===== src/rtl/picoMIPS_package.sv =====
// Shared picoMIPS definitions: datapath width, nibble size, the display
// scanner state type and nibble helper functions used by led_scan_ctrl.
package picoMIPS_package;

    localparam int DATA_WIDTH = 8;
    localparam int NIBBLE     = 4;

    typedef enum logic [1:0] {
        BLANK = 2'b00,
        SCAN  = 2'b01,
        GUARD = 2'b10
    } scan_state_t;

    // Extract nibble idx of a data word (nibble 0 = least significant).
    function automatic logic [NIBBLE-1:0] nibble_at(
        input logic [DATA_WIDTH-1:0] value,
        input int                    idx
    );
        return value[idx*NIBBLE +: NIBBLE];
    endfunction

    // True when nibbles idx..ndigits-1 of value are all zero, i.e. digit idx
    // and everything to its left would be a leading zero.
    function automatic logic upper_zero(
        input logic [DATA_WIDTH-1:0] value,
        input int                    idx,
        input int                    ndigits
    );
        logic zero;
        zero = 1'b1;
        for (int i = 0; i < DATA_WIDTH / NIBBLE; i++) begin
            if ((i >= idx) && (i < ndigits) && (value[i*NIBBLE +: NIBBLE] != 4'h0)) begin
                zero = 1'b0;
            end
        end
        return zero;
    endfunction

endpackage


===== src/rtl/led_scan_ctrl_7seg.sv =====
// Hex to seven-segment decoder (segments active high, bit order gfedcba).
// With en low every segment is off.
module led_7seg
    import picoMIPS_package::*;
(
    input  logic              en,
    input  logic [NIBBLE-1:0] val,
    output logic [6:0]        seg
);

    // Combinational glyph lookup for one hex digit.
    always_comb begin
        seg = 7'h00;
        if (en) begin
            case (val)
                4'h0:    seg = 7'h3F;
                4'h1:    seg = 7'h06;
                4'h2:    seg = 7'h5B;
                4'h3:    seg = 7'h4F;
                4'h4:    seg = 7'h66;
                4'h5:    seg = 7'h6D;
                4'h6:    seg = 7'h7D;
                4'h7:    seg = 7'h07;
                4'h8:    seg = 7'h7F;
                4'h9:    seg = 7'h6F;
                4'hA:    seg = 7'h77;
                4'hB:    seg = 7'h7C;
                4'hC:    seg = 7'h39;
                4'hD:    seg = 7'h5E;
                4'hE:    seg = 7'h79;
                4'hF:    seg = 7'h71;
                default: seg = 7'h00;
            endcase
        end else begin
            seg = 7'h00;
        end
    end

endmodule


===== src/rtl/led_scan_ctrl.sv =====
// Multiplexed seven-segment display scanner. One shared led_7seg decoder is
// time-shared across NDIGITS digits; each digit slot lasts PRESCALE cycles
// followed by one dark GUARD cycle to avoid ghosting. New values are staged in
// a pending register and only copied to the display at a frame wrap.
// Optional feature: define LED_ZERO_SUPPRESS_EN to blank leading zero digits.
module led_scan_ctrl
    import picoMIPS_package::*;
#(
    parameter int NDIGITS  = DATA_WIDTH / NIBBLE,
    parameter int PRESCALE = 50000
) (
    input  logic                  clk,
    input  logic                  nReset,
    input  logic                  load,
    input  logic [DATA_WIDTH-1:0] data_in,
    output logic                  ready,
    output logic [6:0]            LED,
    output logic [NDIGITS-1:0]    digit_en
);

    localparam int DW = (NDIGITS  > 1) ? $clog2(NDIGITS)  : 1;
    localparam int PW = (PRESCALE > 1) ? $clog2(PRESCALE) : 1;

    if ((NDIGITS * NIBBLE > DATA_WIDTH) || (DATA_WIDTH % NIBBLE != 0) || (PRESCALE < 1)) begin : g_bad_cfg
        $error("led_scan_ctrl: NDIGITS*4 must fit DATA_WIDTH (a multiple of 4) and PRESCALE >= 1");
    end

    scan_state_t           state_r;
    logic [DW-1:0]         digit_r;
    logic [PW-1:0]         presc_r;
    logic [DATA_WIDTH-1:0] pending_r;
    logic [DATA_WIDTH-1:0] display_r;
    logic                  ready_r;
    logic [NDIGITS-1:0]    digit_en_r;
    logic                  dec_en_r;
    logic [NIBBLE-1:0]     dec_val_r;

    logic                  wrap_s;
    logic [DW-1:0]         next_digit_s;
    logic [DATA_WIDTH-1:0] next_disp_s;
    logic                  guard_lit_s;
    logic [NIBBLE-1:0]     guard_val_s;

    function automatic logic [NDIGITS-1:0] onehot(input logic [DW-1:0] d);
        return NDIGITS'(1) << d;
    endfunction

    // Values the GUARD cycle hands to the next SCAN slot: next digit index,
    // the frame's display value (pending wins at a wrap) and its visibility.
    always_comb begin
        wrap_s       = (digit_r == DW'(NDIGITS - 1));
        next_digit_s = wrap_s ? {DW{1'b0}} : (digit_r + {{(DW-1){1'b0}}, 1'b1});
        next_disp_s  = (wrap_s && !ready_r) ? pending_r : display_r;
        guard_val_s  = nibble_at(next_disp_s, int'(next_digit_s));
`ifdef LED_ZERO_SUPPRESS_EN
        guard_lit_s  = (next_digit_s == {DW{1'b0}}) ||
                       !upper_zero(next_disp_s, int'(next_digit_s), NDIGITS);
`else
        guard_lit_s  = 1'b1;
`endif
    end

    // Scan FSM: load handshake, slot timing, frame-wrap display update and
    // registered digit/decoder drive for the cycle being entered.
    always_ff @(posedge clk or negedge nReset) begin
        if (!nReset) begin
            state_r    <= BLANK;
            digit_r    <= {DW{1'b0}};
            presc_r    <= {PW{1'b0}};
            pending_r  <= {DATA_WIDTH{1'b0}};
            display_r  <= {DATA_WIDTH{1'b0}};
            ready_r    <= 1'b1;
            digit_en_r <= {NDIGITS{1'b0}};
            dec_en_r   <= 1'b0;
            dec_val_r  <= {NIBBLE{1'b0}};
        end else begin
            case (state_r)
                BLANK: begin
                    if (!ready_r) begin
                        display_r  <= pending_r;
                        ready_r    <= 1'b1;
                        digit_r    <= {DW{1'b0}};
                        presc_r    <= {PW{1'b0}};
                        state_r    <= SCAN;
                        digit_en_r <= onehot({DW{1'b0}});
                        dec_en_r   <= 1'b1;
                        dec_val_r  <= nibble_at(pending_r, 0);
                    end else if (load) begin
                        pending_r  <= data_in;
                        ready_r    <= 1'b0;
                        digit_en_r <= {NDIGITS{1'b0}};
                        dec_en_r   <= 1'b0;
                    end else begin
                        digit_en_r <= {NDIGITS{1'b0}};
                        dec_en_r   <= 1'b0;
                    end
                end
                SCAN: begin
                    if (load && ready_r) begin
                        pending_r <= data_in;
                        ready_r   <= 1'b0;
                    end else begin
                        pending_r <= pending_r;
                    end
                    if (presc_r == PW'(PRESCALE - 1)) begin
                        presc_r    <= {PW{1'b0}};
                        state_r    <= GUARD;
                        digit_en_r <= {NDIGITS{1'b0}};
                        dec_en_r   <= 1'b0;
                    end else begin
                        presc_r    <= presc_r + {{(PW-1){1'b0}}, 1'b1};
                    end
                end
                GUARD: begin
                    state_r <= SCAN;
                    digit_r <= next_digit_s;
                    presc_r <= {PW{1'b0}};
                    if (wrap_s && !ready_r) begin
                        display_r <= pending_r;
                        ready_r   <= 1'b1;
                    end else if (load && ready_r) begin
                        pending_r <= data_in;
                        ready_r   <= 1'b0;
                    end else begin
                        display_r <= display_r;
                    end
                    digit_en_r <= guard_lit_s ? onehot(next_digit_s) : {NDIGITS{1'b0}};
                    dec_en_r   <= guard_lit_s;
                    dec_val_r  <= guard_val_s;
                end
                default: begin
                    state_r    <= BLANK;
                    digit_en_r <= {NDIGITS{1'b0}};
                    dec_en_r   <= 1'b0;
                    ready_r    <= 1'b1;
                end
            endcase
        end
    end

    led_7seg u_led_7seg (
        .en  (dec_en_r),
        .val (dec_val_r),
        .seg (LED)
    );

    assign ready    = ready_r;
    assign digit_en = digit_en_r;

endmodule

===== config.mk =====
export PLATFORM = sky130hd
export DESIGN_NAME = led_scan_ctrl
export DESIGN_NICKNAME = d
export VERILOG_FILES = /design/src/rtl/picoMIPS_package.sv /design/src/rtl/led_scan_ctrl_7seg.sv /design/src/rtl/led_scan_ctrl.sv
export SDC_FILE = /design/constraint.sdc
export NUM_CORES = 1
export LEC_CHECK = 0
export CORE_AREA = 10 10 77 79
export DETAILED_ROUTE_END_ITERATION = 8
export DIE_AREA = 0 0 87 89
export DONT_BUFFER_PORTS = 1
export PLACE_DENSITY = 0.83
export SLEW_MARGIN = 40
export SYNTH_ARGS = -nofsm -noshare
export SYNTH_HDL_FRONTEND = slang
export SYNTH_SLANG_ARGS = --single-unit

===== constraint.sdc =====
create_clock -name clk -period 1.7 [get_ports clk]
set_input_delay 0.085 -clock clk [delete_from_list [all_inputs] [get_ports clk]]
set_output_delay 0.085 -clock clk [all_outputs]
set_load 0.02 [all_outputs]

# Word level (Yosys, flattened, before mapping)

Memory sizes are Yosys's and may differ from the RTL's.
Cells that the tools add are included.

Add/subtract/negate cells: 2
Shift-type cells: 2
Mux-type cells: 31
Equal/unequal tests: 8
Reductions and logical operators: 10

Operators by type and width:

| cell                  | count |
|---|---|
| $mux 8                | 6 |
| $pmux 16 s3           | 1 |
| $mux 16               | 2 |
| $pmux 8 s3            | 1 |
| $add 16x1->16 const B | 1 |
| $eq 16x16->1 const B  | 1 |
| $pmux 8 s2            | 1 |
| $pmux 2 s3            | 2 |
| $ne 2x2->1 const B    | 5 |
| $mux 1                | 9 |
| $pmux 4 s2            | 1 |
| $shiftx 8x4->4        | 1 |
| $mux 7                | 1 |
| $mux 2                | 3 |
| $pmux 1 s3            | 2 |
| $reduce_and 2->1      | 3 |
| $mux 4                | 1 |
| $reduce_and 4->1      | 1 |
| $reduce_bool 3->1     | 1 |
| $eq 2x1->1 const B    | 1 |
| $eq 2x2->1 const B    | 1 |
| $logic_and 1x1->1     | 2 |
| $logic_not 2->1       | 1 |
| $pmux 1 s2            | 1 |
| other kinds (4)       | 4 |

Word-level logic and storage cells: 63
Memories kept: 1
Bits in read-only memories: 112
Output and inout port bits: 10
Input bits: 11
Register bits after elaboration: 43

Memory list:

| name            | depth | width | read ports | clocked after Yosys merged registers in | write ports | line                     | source |
|---|---|---|---|---|---|---|---|
| (no name shown) | 16    | 7     | 1          | 0                                       | 0           | led_scan_ctrl_7seg.sv:15 | `case (val)` |

# Logic depth before layout (Yosys ltp)

Depth in word-level cells: 5
Mapped depth: 7
Mapped depth without buffers: 6

# Hierarchy

From an unflattened synthesis, not the netlist that was laid out.

Cell total of the unflattened synthesis: 244
Area, all modules: 2471.1 µm²

Modules (own cells, without submodules):

| module        | instances | cells an instance | seq. area each (µm²) | area each (µm²) |
|---|---|---|---|---|
| led_scan_ctrl | 1         | 207               | 1077.3               | 2194.6 |
| led_7seg      | 1         | 37                | 0.0                  | 276.5 |

# Least setup slack after synthesis

Ideal clock, no wire load.

Path kind: register to register
From: register state_r[0]
To: register presc_r[15]
Slack: -0.110 ns
Buffers on the path: 0
Library setup time: 0.078 ns
Data required time: 1.622 ns
Clock period less this slack: 1.810 ns
Stages on the path, launching flop included: 7
Arrival: 1.732 ns
Path through: dfrtp_1 -> inv_1 -> ha_1 -> a21oi_4 -> nand4_4 -> or4_1 -> a21oi_1

Cells in the longest elaborated chain, start to end: 3
Elaborated cells on any way between the ends: 7
Those cells by class: 3 x eq/ne; 1 x mux; 3 x reduce/logical

RTL lines:

| element                                                   | line                 | source |
|---|---|---|
| start, declared                                           | led_scan_ctrl.sv:28  | `scan_state_t state_r;` |
| start signal, assigned                                    | led_scan_ctrl.sv:67  | `state_r <= BLANK;` |
| start signal, assigned                                    | led_scan_ctrl.sv:84  | `state_r <= SCAN;` |
| start signal, assigned                                    | led_scan_ctrl.sv:107 | `state_r <= GUARD;` |
| $eq 2x2->1, or another cell as far along                  | led_scan_ctrl.sv:77  | `case (state_r)` |
| $reduce_bool 3->1 (no line) or $ne 2x2->1 (tied branches) | -                    |  |
| $reduce_and 2->1 (no line)                                | -                    |  |
| end signal, assigned                                      | led_scan_ctrl.sv:69  | `presc_r <= {PW{1'b0}};` |
| end signal, assigned                                      | led_scan_ctrl.sv:83  | `presc_r <= {PW{1'b0}};` |
| end signal, assigned                                      | led_scan_ctrl.sv:106 | `presc_r <= {PW{1'b0}};` |
| end, declared                                             | led_scan_ctrl.sv:30  | `logic [PW-1:0] presc_r;` |

Several ways; a longest one is shown, not always the timed one.
A chain may end at the register's enable or synchronous reset.

# Worst setup path after layout

From: register state_r[0]
To: register display_r[5]

Cells in the longest elaborated chain, start to end: 3
Elaborated cells on any way between the ends: 6
Those cells by class: 2 x eq/ne; 1 x mux; 3 x reduce/logical

RTL lines:

| element                                                   | line                 | source |
|---|---|---|
| $eq 2x2->1 or $logic_not 2->1 (tied branches)             | led_scan_ctrl.sv:77  |  |
| $reduce_bool 2->1 (no line) or $ne 2x2->1 (tied branches) | -                    |  |
| $reduce_and 2->1 (no line)                                | -                    |  |
| end signal, assigned                                      | led_scan_ctrl.sv:71  | `display_r <= {DATA_WIDTH{1'b0}};` |
| end signal, assigned                                      | led_scan_ctrl.sv:80  | `display_r <= pending_r;` |
| end signal, assigned                                      | led_scan_ctrl.sv:119 | `display_r <= pending_r;` |
| end, declared                                             | led_scan_ctrl.sv:32  | `logic [DATA_WIDTH-1:0] display_r;` |

Several ways; a longest one is shown, not always the timed one.

==> results.sh <==
export IMPL_run_status="finished with violations"
export IMPL_violated_checks="setup timing"
export IMPL_postLayoutCellArea_um2=3320
export IMPL_ys_warnings_count=0
export IMPL_ys_dominant_reg_cell="sky130_fd_sc_hd__dfrtp_1"
export IMPL_clock_latency_ps=300
export IMPL_power_clock_fraction=0.349
export IMPL_drc_errors_left=0
export IMPL_power_density_nw_per_um2=605
export IMPL_vias=2249
export IMPL_critical_path_peak_fanout=6
export IMPL_comb_power_share=0.106
export IMPL_postSynthNetCount=262
export IMPL_cts_root_buf="sky130_fd_sc_hd__clkbuf_8"
export IMPL_setup_worst_path_start_class="flop"
export IMPL_syn_to_final_growth_pct=37.6
export IMPL_ioPinCount=21
export IMPL_place_port_buffers=0
export IMPL_row_cnt=25
export IMPL_worst_endpoint_arrival_ps=1950
export IMPL_cellLeakagePower_nw=1.44
export IMPL_final_fill_count=272
export IMPL_synth_cell_area_um2=2410
export IMPL_r2r_slack_ps=-60
export IMPL_grt_util_all_layers=0.175
export IMPL_timing_max_slew_rel_slack=0.723
export IMPL_total_of_flip_flops_plus_latches_after_synthesis=43
export IMPL_cts_made_buffers=5
export IMPL_clock_skew_ps=4.89
export IMPL_cap_violations=0
export IMPL_critical_path_max_stage_delay_ps=430
export IMPL_cp_data_required_time_ps=1890
export IMPL_floorplan_die_height_um=89
export IMPL_endpoint_kind="flop"
export IMPL_cts_tree="done"
export IMPL_share_seq_of_total_power=0.545
export IMPL_grt_antenna_before_repair=1
export IMPL_wire_per_inst_um=20.4
export IMPL_synth_top_cells_by_count="sky130_fd_sc_hd__dfrtp_1, sky130_fd_sc_hd__nand2_1, sky130_fd_sc_hd__o21ai_0"
export IMPL_placed_area_um2=2760
export IMPL_netlist_area_leader_share=0.435
export IMPL_count_of_flip_flops_with_a_built_in_enable_after_synthesis=0
export IMPL_die_area_um2=7740
export IMPL_clock_tree_buffer_depth=2
export IMPL_cp_startpoint="state_r[0]$_DFFE_PN0P_"
export IMPL_internal_power_mw=1.46
export IMPL_clock_slew_at_reported_path_ffs_ps=90
export IMPL_worst_r2r_cell_count=7
export IMPL_clock_sink_count=43
export IMPL_finalCritPeriodShare=1.04
export IMPL_nets=324
export IMPL_synth_area_leader_cell="sky130_fd_sc_hd__dfrtp_1"
export IMPL_ir_drop_mv=0.535
export IMPL_sw_frac_of_total=0.271
export IMPL_final_core_utilization=0.732
export IMPL_die_width_um=87
export IMPL_number_of_global_route_vias_before_repair=2213
export IMPL_grt_start_max_net_pins=44
export IMPL_synth_area_leaders="sky130_fd_sc_hd__dfrtp_1, sky130_fd_sc_hd__mux2_2, sky130_fd_sc_hd__ha_1"
export IMPL_timing_rr_start="state_r[0]$_DFFE_PN0P_"
export IMPL_detailed_place_hpwl_um=4030
export IMPL_floorplan_core_area_um2=4540
export IMPL_worstSetupPathType="reg -> reg"
export IMPL_clock_fmax_ghz=0.567
export IMPL_detail_route_first_pass_iterations=4
export IMPL_postSynth_asyncResetShare=1.00
export IMPL_critical_path_cell_chain="inv_2, ha_4, buf_4, nand2b_1, a21oi_2, buf_6, mux2_2"
export IMPL_holdCritPathClass="in -> async"
export IMPL_timing_hold_ws_ps=257
export IMPL_antenna_left=0
export IMPL_avgViaCountPerCell=6.28
export IMPL_drtIter0Drc=205
export IMPL_mapped_avg_cell_area_um2=10.1
export IMPL_count_leader_synth="sky130_fd_sc_hd__dfrtp_1"
export IMPL_hold_violations=0
export IMPL_finalWirelength_um=7310
export IMPL_fraction_of_layout_cells_with_a_size_suffix_above_1=0.419
export IMPL_finalWeightedCongestion=0.903
export IMPL_report_final_setup_viol=20
export IMPL_synth_cell_type_count=48
export IMPL_grt_first_pass_wirelength_um=10800
export IMPL_worst_path_max_delay_cell="sky130_fd_sc_hd__dfrtp_1"
export IMPL_period_minus_slack_ps=1760
export IMPL_postLayoutSetupSlackWorst_ps=-62.5
export IMPL_crit_path_end="display_r[5]$_DFFE_PN0P_"
export IMPL_postSynthCellCount=240
export IMPL_synth_seq_area_share=0.446
export IMPL_timing_rr_end="display_r[5]$_DFFE_PN0P_"
export IMPL_cts_htree_levels=2
export IMPL_worst_pin_slew_ps=416
export IMPL_place_ws_ps=-35.1
export IMPL_initial_utilization=0.532
export IMPL_power_switching_uw=546
export IMPL_final_number_of_max_transition_violations=0
export IMPL_rsz0062_at_grt="true"
export IMPL_total_overflow_reported_by_the_global_router=0
-- sequential cells by signal (all words and copies together) (netlist names) --
register,cells
dec_val_r,4
digit_r,1
ready,1
display_r,8
presc_r,16
pending_r,8
digit_en,2
state_r,2
dec_en_r,1
-- power by group through the flow --
| stage | Clock (mW) | Sequential, mW | Combinational [mW] |
|---|---|---|---|
| floorplan | 0 | 1.09 | 0.0994 |
| global placement | 0 | 1.10 | 0.112 |
| detailed placement | 0 | 1.11 | 0.117 |
| CTS | 0.707 | 1.09 | 0.164 |
| global route | 0.752 | 1.10 | 0.230 |
| finish | 0.702 | 1.10 | 0.213 |
-- cell usage in the layout, fill, tap and decap left out, types with 6 or more instances in the layout --
cell type and instances:
sky130_fd_sc_hd__dfrtp_1 40, sky130_fd_sc_hd__o211ai_1 6, sky130_fd_sc_hd__nand2_1 24, sky130_fd_sc_hd__buf_4 46
sky130_fd_sc_hd__a21oi_2 8, sky130_fd_sc_hd__mux2_4 12, sky130_fd_sc_hd__nand3_1 7, sky130_fd_sc_hd__buf_6 6
sky130_fd_sc_hd__inv_1 7, sky130_fd_sc_hd__nand4_1 9, sky130_fd_sc_hd__o21ai_0 14, sky130_fd_sc_hd__nor2_1 9
sky130_fd_sc_hd__dlygate4sd3_1 10
-- worst max-delay path, delay by kind of cell (launching register included) --
family          cells  cell delay [ps]
buf+inv             3              410
flops               1              430
fa+ha+maj           1              190
simple gates        1               70
mux                 1              330
compound gates      1              210
-- worst min-delay path by stage --
stage	endpoint	slack [ps]	depth (start not counted)
6_report	presc_r[4]$_DFFE_PN0P_	260	2
2_1_floorplan	dec_en_r$_DFFE_PN0P_	-210	0
3_3_place_gp	dec_val_r[1]$_DFFE_PN0P_	-210	0
4_1_cts	display_r[5]$_DFFE_PN0P_	260	2
3_5_place_dp	dec_val_r[2]$_DFFE_PN0P_	-210	0
5_1_grt	display_r[5]$_DFFE_PN0P_	280	2
-- metal layers --
layer / track usage / wire length, um
met1: 0.201 / 2760
met2: 0.315 / 3690
met3: 0.0337 / 439
met4: 0.0619 / 422
met5: 0 / 0
-- cells by family (layout without fill, tap and decap cells) --
family,count (synthesis),count (layout),synth area share
other,0,1,0
adders and majority gates,11,11,0.0570
AOI/OAI and AO/OA,62,62,0.179
and+or+nand+nor,85,85,0.195
xor gates and xnor gates,3,3,0.0109
buffers and inverters,19,82,0.0316
muxes,17,17,0.0793
DFF,43,43,0.446
-- layout make-up --
| type | instances | area (um2) | area share |
|---|---|---|---|
| inverters | 11 | 41.3 | 0.0124 |
| diodes | 1 | 2.50 | 0.000753 |
| clock buffers | 5 | 68.8 | 0.0207 |
| repair buffers | 63 | 533 | 0.160 |
| well taps | 54 | 67.6 | 0.0203 |
| flip-flops and latches | 43 | 1080 | 0.325 |
| clock inverters | 3 | 26.3 | 0.00791 |
| multi-input cells | 178 | 1500 | 0.452 |
-- through the flow --
step / total power [mW] / TNS (ps) / std cells
after global routing: 2.08 / -2420 / 358
after global placement: 1.21 / -40.5 / 327
after detailed placement: 1.22 / -281 / 327
after CTS: 1.96 / 0 / 350
after floorplan: 1.19 / -141 / 240
final: 2.01 / -723 / 358
-- what timing repair did --
item / 4_1_cts / 5_1_grt
resized for setup: 10 / 60
endpoints found under the setup margin: 23 / 46
pin swaps: 7 / 18
setup buffers: 4 / 7
endpoints found under the hold margin: 52 / 0
hold buffers: 11 / 0
No activity file was read; power rests on OpenSTA's default activity.
